<file path="src/rtl/piano_pkg.sv">
// Shared definitions for the piano buzzer path: note width, owner codes, scheduler states.
package piano_pkg;

    localparam int unsigned NOTE_W_DEF = 8;
    localparam int unsigned NUM_SONGS  = 3;
    localparam int unsigned OWNER_W    = 3;

    localparam logic [OWNER_W-1:0] OWNER_NONE  = 3'd0;
    localparam logic [OWNER_W-1:0] OWNER_KEY   = 3'd1;
    localparam logic [OWNER_W-1:0] OWNER_SONG0 = 3'd2;

    typedef enum logic [1:0] {
        ST_IDLE = 2'd0,
        ST_PLAY = 2'd1,
        ST_GAP  = 2'd2
    } sched_state_e;

endpackage

</file>
<file path="src/rtl/tick_prescaler.sv">
// Divides the clock down to a one-cycle tick every TICK_DIV clocks; clr restarts the period.
module tick_prescaler #(
    parameter int unsigned TICK_DIV = 50000
) (
    input  logic clk,
    input  logic rst,
    input  logic clr,
    output logic tick_c
);

    localparam int unsigned CNT_W = (TICK_DIV > 1) ? $clog2(TICK_DIV) : 1;
    localparam logic [CNT_W-1:0] CNT_MAX = CNT_W'(TICK_DIV - 1);

    logic [CNT_W-1:0] cnt_q;
    logic [CNT_W-1:0] cnt_d;

    // Next count: wrap at the end of a period or restart on clear.
    always_comb begin
        cnt_d = cnt_q + CNT_W'(1);
        if (clr || (cnt_q == CNT_MAX)) begin
            cnt_d = '0;
        end
    end

    // Count register.
    always_ff @(posedge clk) begin
        if (rst) begin
            cnt_q <= '0;
        end else begin
            cnt_q <= cnt_d;
        end
    end

    assign tick_c = (cnt_q == CNT_MAX);

endmodule

</file>
<file path="src/rtl/buzzer_scheduler.sv">
// Arbitrates the keyboard and three song players onto one buzzer with minimum hold and gap timing.
module buzzer_scheduler
    import piano_pkg::*;
#(
    parameter int unsigned NOTE_W   = NOTE_W_DEF,
    parameter int unsigned TICK_DIV = 50000,
    parameter int unsigned MIN_HOLD = 30,
    parameter int unsigned GAP_LEN  = 10
) (
    input  logic                        iClk,
    input  logic                        iReset,
    input  logic [NOTE_W-1:0]           iKey_Note,
    input  logic [NUM_SONGS-1:0]        iSong_Req,
    input  logic [NUM_SONGS*NOTE_W-1:0] iSong_Note,
    output logic [NUM_SONGS-1:0]        iSong_Ack,
    output logic [NOTE_W-1:0]           oFreq_Data,
    output logic                        oRing,
    output logic [OWNER_W-1:0]          oOwner
);

    localparam int unsigned HOLD_MAX = (MIN_HOLD > GAP_LEN) ? MIN_HOLD : GAP_LEN;
    localparam int unsigned HOLD_W   = $clog2(HOLD_MAX + 2);
    localparam int unsigned SUM_W    = HOLD_W + 1;

    sched_state_e           state_q, state_d;
    logic [NOTE_W-1:0]      freq_q, freq_d;
    logic                   ring_q, ring_d;
    logic [OWNER_W-1:0]     owner_q, owner_d;
    logic [NUM_SONGS-1:0]   ack_q, ack_d;
    logic [1:0]             rr_q, rr_d;
    logic [HOLD_W-1:0]      hold_q, hold_d;

    logic                   tick_c;
    logic                   clr_c;
    logic                   leave_c;
    logic [SUM_W-1:0]       hold_sum_c;
    logic                   min_done_c;
    logic                   gap_done_c;
    logic                   key_act_c;
    logic                   grant_c;
    logic [1:0]             grant_idx_c;
    logic [1:0]             first_c;
    logic [1:0]             second_c;
    logic [NOTE_W-1:0]      song_note_c;

    tick_prescaler #(
        .TICK_DIV (TICK_DIV)
    ) u_prescaler (
        .clk    (iClk),
        .rst    (iReset),
        .clr    (clr_c),
        .tick_c (tick_c)
    );

    // Elapsed-tick view that counts the tick landing this cycle, so phase exits are exact.
    always_comb begin
        hold_sum_c = {1'b0, hold_q} + SUM_W'(tick_c);
        min_done_c = (hold_sum_c >= SUM_W'(MIN_HOLD));
        gap_done_c = (hold_sum_c >= SUM_W'(GAP_LEN));
        key_act_c  = (iKey_Note != '0);
    end

    // Round-robin song pick, starting one past the last granted song.
    always_comb begin
        first_c  = 2'd0;
        second_c = 2'd1;
        case (rr_q)
            2'd0:    begin first_c = 2'd1; second_c = 2'd2; end
            2'd1:    begin first_c = 2'd2; second_c = 2'd0; end
            default: begin first_c = 2'd0; second_c = 2'd1; end
        endcase
        grant_c     = 1'b1;
        grant_idx_c = rr_q;
        if (iSong_Req[first_c]) begin
            grant_idx_c = first_c;
        end else if (iSong_Req[second_c]) begin
            grant_idx_c = second_c;
        end else if (iSong_Req[rr_q]) begin
            grant_idx_c = rr_q;
        end else begin
            grant_c = 1'b0;
        end
        song_note_c = iSong_Note[32'(grant_idx_c) * NOTE_W +: NOTE_W];
    end

    // Next-state and output decode.
    always_comb begin
        state_d = state_q;
        freq_d  = freq_q;
        ring_d  = ring_q;
        owner_d = owner_q;
        ack_d   = '0;
        rr_d    = rr_q;
        hold_d  = hold_q;
        clr_c   = 1'b0;
        leave_c = 1'b0;

        case (state_q)
            ST_IDLE: begin
                ring_d  = 1'b0;
                owner_d = OWNER_NONE;
                freq_d  = '0;
                if (key_act_c) begin
                    state_d = ST_PLAY;
                    freq_d  = iKey_Note;
                    ring_d  = 1'b1;
                    owner_d = OWNER_KEY;
                    hold_d  = '0;
                    clr_c   = 1'b1;
                end else if (grant_c) begin
                    state_d            = ST_PLAY;
                    ack_d[grant_idx_c] = 1'b1;
                    rr_d               = grant_idx_c;
                    freq_d             = song_note_c;
                    ring_d             = (song_note_c != '0);
                    owner_d            = OWNER_SONG0 + OWNER_W'(grant_idx_c);
                    hold_d             = '0;
                    clr_c              = 1'b1;
                end
            end

            ST_PLAY: begin
                if (tick_c && (hold_q < HOLD_W'(MIN_HOLD))) begin
                    hold_d = hold_q + HOLD_W'(1);
                end
                if (min_done_c) begin
                    if (owner_q == OWNER_KEY) begin
                        leave_c = (iKey_Note != freq_q);
                    end else begin
                        leave_c = key_act_c || (iSong_Req != '0);
                    end
                end
                if (leave_c) begin
                    state_d = ST_GAP;
                    ring_d  = 1'b0;
                    hold_d  = '0;
                    clr_c   = 1'b1;
                end
            end

            ST_GAP: begin
                ring_d = 1'b0;
                if (tick_c) begin
                    hold_d = hold_q + HOLD_W'(1);
                end
                if (gap_done_c) begin
                    state_d = ST_IDLE;
                    owner_d = OWNER_NONE;
                    freq_d  = '0;
                    hold_d  = '0;
                end
            end

            default: begin
                state_d = ST_IDLE;
                ring_d  = 1'b0;
                owner_d = OWNER_NONE;
                freq_d  = '0;
                hold_d  = '0;
            end
        endcase
    end

    // State and output registers; round-robin pointer resets to song2 so song0 is searched first.
    always_ff @(posedge iClk) begin
        if (iReset) begin
            state_q <= ST_IDLE;
            freq_q  <= '0;
            ring_q  <= 1'b0;
            owner_q <= OWNER_NONE;
            ack_q   <= '0;
            rr_q    <= 2'd2;
            hold_q  <= '0;
        end else begin
            state_q <= state_d;
            freq_q  <= freq_d;
            ring_q  <= ring_d;
            owner_q <= owner_d;
            ack_q   <= ack_d;
            rr_q    <= rr_d;
            hold_q  <= hold_d;
        end
    end

    assign iSong_Ack  = ack_q;
    assign oFreq_Data = freq_q;
    assign oRing      = ring_q;
    assign oOwner     = owner_q;

endmodule

</file>
<file path="config.mk">
export PLATFORM = sky130hd
export DESIGN_NAME = buzzer_scheduler
export DESIGN_NICKNAME = d
export VERILOG_FILES = /design/src/rtl/piano_pkg.sv /design/src/rtl/tick_prescaler.sv /design/src/rtl/buzzer_scheduler.sv
export SDC_FILE = /design/constraint.sdc
export NUM_CORES = 1
export LEC_CHECK = 0
export CORE_ASPECT_RATIO = 0.8
export CORE_MARGIN = 2
export CORE_UTILIZATION = 25
export CTS_CLUSTER_DIAMETER = 30
export CTS_CLUSTER_SIZE = 30
export DETAILED_ROUTE_END_ITERATION = 16
export GPL_TIMING_DRIVEN = 0
export SLEW_MARGIN = 5
export SYNTH_ARGS = -nofsm -noshare
export SYNTH_HDL_FRONTEND = slang
export SYNTH_SLANG_ARGS = --single-unit
</file>
<file path="constraint.sdc">
create_clock -name iClk -period 3.6 [get_ports iClk]
set_clock_uncertainty 0.2 [all_clocks]
set_input_delay 1.08 -clock iClk [delete_from_list [all_inputs] [get_ports iClk]]
set_output_delay 1.08 -clock iClk [all_outputs]
set_load 0.005 [all_outputs]
</file>
==> impl_metrics.py, run 1 <==
metrics = {
    "outcome": {
        "status": "finished, violations left",
        "violations": "DRC",
    },
    "yosys": {
        "syn_inst": 282,
        "synth_xor_area_share_pct": 8.447,
        "synth_mux_area_share_pct": 3.358,
        "synthAdderAreaFrac_pct": 3.673,
        "ys_seq_elements": 40,
        "synth_top_family_by_area": "simple AND/OR/NAND/NOR gates",
        "synthFlopType": "dfxtp_1",
        "synth_cell_types": 55,
        "seq_area_frac_synth_pct": 33.58,
        "netlist_area_mm2": 0.002385,
        "synthArstFlopShare_pct": 0,
        "synth_compound_area_share_pct": 18.36,
        "yosys_warnings": 0,
        "syn-num-nets": 326,
        "synth-edff-count": 0,
        "synthSimpleGateAreaFrac_pct": 28.80,
        "postSynthAreaPerCell_um2": 8.457,
    },
    "global_route": {
        "first_global_vias": 2140,
        "overflow": 0,
        "grt_pass1_wl_mm": 10.14,
        "grt_usage_pct": 11.88,
        "antenna_found_initial": 0,
        "grt_start_max_net_pins": 14,
    },
    "drt": {
        "drtPass1Iterations": 12,
        "viasPerCell": 4.822,
        "wl_per_cell_um": 13.32,
        "postRouteAntennaNets": 0,
        "finalWirelength_mm": 6.062,
        "vias": 2194,
        "drt_iter0_drc": 105,
        "drc_errors": 1,
    },
    "floorplanning": {
        "std_cell_rows": 31,
        "die-area_mm2": 0.01034,
        "ios": 52,
        "die_w_um": 113.2,
        "die_h_um": 91.36,
        "coreArea_mm2": 0.009154,
        "initial_utilization_pct": 26.05,
    },
    "cells_and_area": {
        "nets": 383,
        "antennaDiodeCount": 0,
        "drive_above_1_share_pct": 10.29,
        "final_area_mm2": 0.003223,
        "area_growth_pct": 35.15,
    },
    "timing": {
        "setup_violations": 0,
        "max_freq_mhz": 302.0,
        "tightest_slew_ns": 0.5152,
        "fin_crit_sh_pct": 91.98,
        "final_hold_viol_count": 0,
        "period_minus_slack_ns": 3.311,
        "rsz0062_at_grt": "no",
        "slew_headroom_pct": 65.65,
        "finalSetupTns_ns": 0,
        "final_max_slew_viol_count": 0,
    },
    "clock_tree": {
        "cts_setup_buffers": 0,
        "clock_sinks": 40,
        "cts_hold_buf": 0,
        "cts_resized": 0,
        "path_clk_slew_ns": 0.06,
        "clockBufferDepth": 2,
        "cts-root-buf": "clkbuf_16",
        "numCtsBuffers": 5,
        "cts_max_level": 2,
        "insertion_delay_ns": 0.28,
        "cts_tree": "done",
    },
    "placement": {
        "io_buffers": 51,
        "placed_cell_area_mm2": 0.003039,
        "place.gp.congestion": 0.8691,
        "hpwl_mm": 4.877,
    },
    "worst_setup_path": {
        "cp_cell_sequence": "ha_1 -> and3_2 -> nand4_4 -> inv_1 -> ha_2 -> ha_1 -> and4b_1 -> a22oi_1 -> a22oi_2 -> a21oi_1 -> o32ai_2 -> nor2_2 -> a22o_1",
        "critPathLaunchType": "register",
        "critPathCaptureType": "register",
        "rr_worst_depth": 13,
        "cp_max_fo": 7,
        "criticalPathCategory": "register to register",
        "slowest_delay_ns": 0.45,
        "r2r_end": "hold_q[0]$_SDFFE_PP0P_",
        "r2r_slack_ns": 0.29,
        "r2r_start": "u_prescaler.cnt_q[0]$_SDFF_PP0_",
        "worst_ep_arrival_time_ns": 3.28,
        "crit_top_cell": "ha_1",
        "cp_slowest_cell": "o32ai_2",
        "cp_data_required_time_ns": 3.57,
    },
    "pwr": {
        "ir_worst_vdd_mv": 0.1714,
        "power_leakage_nw": 1.211,
        "powerDensity_mw_per_mm2": 360.0,
    },
    "min_path": {
        "hp-start": "u_prescaler.cnt_q[0]$_SDFF_PP0_",
        "hold_depth": 1,
        "hold_path.class": "register to register",
        "holdPathEnd": "u_prescaler.cnt_q[0]$_SDFF_PP0_",
    },
    "run": {
        "maxCapViolCount": 0,
    },
}
## stage by stage
step	hold WS (ns)	setup WS [ns]	cells	power, W	util (%)
after CTS	0.2417	0.09274	456	0.001170	35.03
final	0.2401	0.2886	455	0.001160	35.21
after detailed placement	0.2327	0.09209	448	0.0006713	33.20
after global placement	0.2290	0.1157	448	0.0006695	33.20
after floorplan	0.2111	0.6300	282	0.0005704	-
after global routing	0.2739	0.05605	455	0.001213	35.21
## cells by family after synthesis
kind of cell | count (synthesis)
AO/OA/AOI/OAI | 65
XOR/XNOR | 23
adder cells (fa/ha/maj) | 7
buffers and inverters | 17
flip-flops | 40
multiplexers | 8
AND/OR/NAND/NOR | 122
## report_power, final
| group | internal (W) | total (W) | switching, W |
|---|---|---|---|
| Sequential | 0.000459 | 0.000474 | 0.0000146 |
| Clock | 0.000325 | 0.000497 | 0.000171 |
| Combinational | 0.0000981 | 0.000190 | 0.0000918 |
## state kept, by name, indices dropped and copies added (netlist names)
| register | cells |
|---|---|
| oRing | 1 |
| oFreq_Data | 8 |
| u_prescaler.cnt_q | 16 |
| state_q | 2 |
| oOwner | 3 |
| rr_q | 2 |
| hold_q | 5 |
| iSong_Ack | 3 |
## cell usage in the layout (no fill, tap or decap), drive strengths merged, types with 2 or more instances in the layout
cell type	instances
nand4	4
nand2	28
or4	7
nand2b	5
o2bb2ai	8
clkbuf	7
xnor2	6
nor2	32
a21oi	21
buf	6
inv	8
clkdlybuf4s50	51
a21boi	3
nand3	12
nor3b	4
o41ai	2
and4b	2
mux2i	8
ha	7
nor4	5
a211oi	3
nor3	6
and2	2
a22oi	2
o21ai	16
or2	2
dfxtp	40
nand4b	3
and3	4
a21o	3
xor2	17
## routing by layer
metal	vias to the layer above	global-route usage, %	share of wire [%]	routed length, µm
li1	1135	-	-	-
met1	1011	16.59	49	2993
met2	39	18.46	44	2672
met3	9	2.670	5.0	303
met4	0	3.049	1.5	92
met5	-	0	0	0
## synthesized netlist by cell type (2+ instances only)
cell       count  area share (%)
a21o_1         3            0.94
buf_6          3             1.4
clkbuf_1       3            0.47
or4_4          2            0.94
o2bb2ai_1      8             2.9
nor3_1         6             1.3
dfxtp_1       40              34
nand3_1       12             2.5
nor3b_1        4             1.3
mux2i_1        8             3.4
o21ai_0       16             3.4
xnor2_1        6             2.2
or2_1          2            0.52
nor4_1         5             1.3
and4b_1        2            0.84
nand2b_1       5             1.3
a21boi_0       2            0.63
a211oi_1       3            0.94
ha_1           7             3.7
or4_1          3            0.94
inv_1          8             1.3
and3_1         3            0.79
nand2_1       27             4.2
nor2_1        29             4.6
a21oi_1       21             4.4
nand4_1        3            0.79
nand4b_1       2            0.73
buf_2          3            0.63
or4_2          2            0.73
nor2_2         2            0.52
o41ai_1        2            0.73
xor2_1        17             6.2
## worst max-delay path: cells and delay by family (launching register included)
kind                       cells  cell delay (ns)
adders and majority gates      3             0.77
DFF                            1             0.32
and+or+nand+nor                4             0.66
AOI/OAI and AO/OA              5             1.19
buffers and inverters          1             0.08
## final cells by class
type	count	area, µm²
buffer	8	56.30
clock buffer	5	125.1
clock inverter	3	42.54
fill	934	5931
inverter	8	30.03
multi-input combinational	225	1514
sequential	40	800.8
tap	115	143.9
timing repair buffer	51	510.5
## worst max-delay path by stage
stage / from / end / slack (ns) / cells after the start
final: u_prescaler.cnt_q[0]$_SDFF_PP0_ / hold_q[0]$_SDFFE_PP0P_ / 0.29 / 13
after global routing: u_prescaler.cnt_q[6]$_SDFF_PP0_ / hold_q[0]$_SDFFE_PP0P_ / 0.06 / 12
after CTS: u_prescaler.cnt_q[0]$_SDFF_PP0_ / oFreq_Data[3]$_SDFFE_PP0P_ / 0.09 / 12
after detailed placement: iKey_Note[4] / hold_q[4]$_SDFFE_PP0P_ / 0.09 / 8
after global placement: iKey_Note[4] / hold_q[2]$_SDFFE_PP0P_ / 0.12 / 8
after floorplan: u_prescaler.cnt_q[0]$_SDFF_PP0_ / hold_q[0]$_SDFFE_PP0P_ / 0.63 / 13
No activity file was read; power rests on OpenSTA's default activity.
==> run 2: changes to the inputs <==
- CORE_MARGIN: 2 -> default
- SLEW_MARGIN: 5 -> 25
==> impl_metrics.py, run 2 (synthesis results as in run 1) <==
metrics = {
    "timing": {
        "tightest_slew_ns": 0.4588,
        "final_hold_viol_count": 0,
        "setup_violations": 0,
        "rsz0062_at_grt": "no",
        "fin_crit_sh_pct": 92.74,
        "slew_headroom_pct": 69.23,
        "final_max_slew_viol_count": 0,
        "max_freq_mhz": 299.5,
        "period_minus_slack_ns": 3.339,
        "finalSetupTns_ns": 0,
    },
    "drt": {
        "drc_errors": 2,
        "drtPass1Iterations": 10,
        "finalWirelength_mm": 5.948,
        "vias": 2173,
        "wl_per_cell_um": 13.04,
        "postRouteAntennaNets": 0,
        "viasPerCell": 4.765,
        "drt_iter0_drc": 127,
    },
    "placement": {
        "hpwl_mm": 4.666,
        "place.gp.congestion": 0.8399,
        "dpl.cell_count": 448,
        "placed_cell_area_mm2": 0.003039,
        "io_buffers": 51,
    },
    "global_route": {
        "overflow": 0,
        "antenna_found_initial": 0,
        "grt_usage_pct": 12.07,
        "grt_start_max_net_pins": 14,
        "grt_pass1_wl_mm": 9.639,
        "first_global_vias": 2003,
    },
    "clock_tree": {
        "clockBufferDepth": 2,
        "cts_resized": 0,
        "numCtsBuffers": 5,
        "cts_max_level": 2,
        "cts_tree": "done",
        "cts-root-buf": "clkbuf_16",
        "clock_sinks": 40,
        "cts_setup_buffers": 0,
        "cts_hold_buf": 0,
        "insertion_delay_ns": 0.28,
        "path_clk_slew_ns": 0.06,
    },
    "floorplanning": {
        "std_cell_rows": 31,
        "initial_utilization_pct": 26.05,
        "die-area_mm2": 0.009936,
        "coreArea_mm2": 0.009154,
        "die_w_um": 111.2,
        "ios": 52,
        "die_h_um": 89.36,
    },
    "cells_and_area": {
        "largest_reg_flops": 16,
        "seq_area_um2": 800.8,
        "largest_register": "u_prescaler.cnt_q",
        "multi_input_area_mm2": 0.001498,
        "postLayoutCoreUtil_pct": 35.07,
        "final_area_mm2": 0.003211,
        "area_growth_pct": 34.63,
        "layout_commonest_cell": "clkdlybuf4s50_1",
        "antennaDiodeCount": 0,
        "n_fill_cell": 928,
        "finalNonFillerCells": 456,
        "drive_above_1_share_pct": 9.971,
        "layout_common_cells": "clkdlybuf4s50_1 (51), dfxtp_1 (40), nor2_1 (28), nand2_1 (27), a21oi_1 (21)",
        "nets": 384,
    },
    "min_path": {
        "hold_path.class": "register to register",
        "hold_depth": 1,
    },
    "worst_setup_path": {
        "cp_data_required_time_ns": 3.57,
        "cp_max_fo": 7,
        "criticalPathCategory": "register to register",
        "worst_ep_arrival_time_ns": 3.31,
        "rr_worst_depth": 13,
        "critPathLaunchType": "register",
        "critPathCaptureType": "register",
    },
    "pwr": {
        "powerDensity_mw_per_mm2": 362.6,
        "power_leakage_nw": 1.208,
        "ir_worst_vdd_mv": 0.1825,
    },
    "run": {
        "maxCapViolCount": 0,
    },
    "outcome": {
        "violations": "DRC",
        "status": "finished, violations left",
    },
}
-- run 2: worst paths after layout --
check / start / end / slack (ns)
setup / recovery: u_prescaler.cnt_q[0]$_SDFF_PP0_ / hold_q[0]$_SDFFE_PP0P_ / 0.26
hold / removal: u_prescaler.cnt_q[0]$_SDFF_PP0_ / u_prescaler.cnt_q[0]$_SDFF_PP0_ / 0.24
setup reg to reg: u_prescaler.cnt_q[0]$_SDFF_PP0_ / hold_q[0]$_SDFFE_PP0P_ / 0.26
hold reg to reg: u_prescaler.cnt_q[0]$_SDFF_PP0_ / u_prescaler.cnt_q[0]$_SDFF_PP0_ / 0.24
-- run 2: metrics by stage --
step	worst slack, ns	hold WS, ns	total power [W]
2_1_floorplan	0.6300	0.2111	0.0005704
3_3_place_gp	0.1138	0.2274	0.0006698
3_5_place_dp	0.1243	0.2346	0.0006701
4_1_cts	0.1290	0.2452	0.001176
5_1_grt	0.04427	0.2640	0.001219
6_report	0.2615	0.2403	0.001164
-- run 2: final cells by class --
class	count	area share, %
clock buffer	5	3.897
inverter	8	0.9353
sequential	40	24.94
multi-input combinational	225	46.65
timing repair buffer	51	15.90
clock inverter	3	1.325
tap	115	4.482
buffer	9	1.871
-- run 2: routing by layer --
layer | share of wire (%) | up-vias | routed length, µm | global-route usage, %
met5 | 0 | - | 0 | 0
met4 | 0.94 | 0 | 56 | 2.948
met3 | 4.9 | 6 | 291 | 2.576
met2 | 43 | 39 | 2572 | 18.98
met1 | 51 | 993 | 3028 | 16.89
li1 | - | 1135 | - | -
-- run 2: critical path: stages, from the launching register on --
cell     delay, ns
dfxtp_1       0.32
ha_1          0.22
and3_2        0.21
nand4_2       0.16
inv_1         0.08
ha_1          0.27
ha_1          0.35
and4b_1       0.19
a22oi_1       0.07
a22oi_2       0.31
a21oi_1       0.13
o32ai_2       0.38
nor2_2        0.09
a22o_1        0.24
-- run 2: where the power goes --
| group | switching, W | internal [W] |
|---|---|---|
| sequential | 0.0000136 | 0.000459 |
| clock | 0.000177 | 0.000325 |
| combinational | 0.0000911 | 0.0000984 |
| total | 0.000281 | 0.000883 |
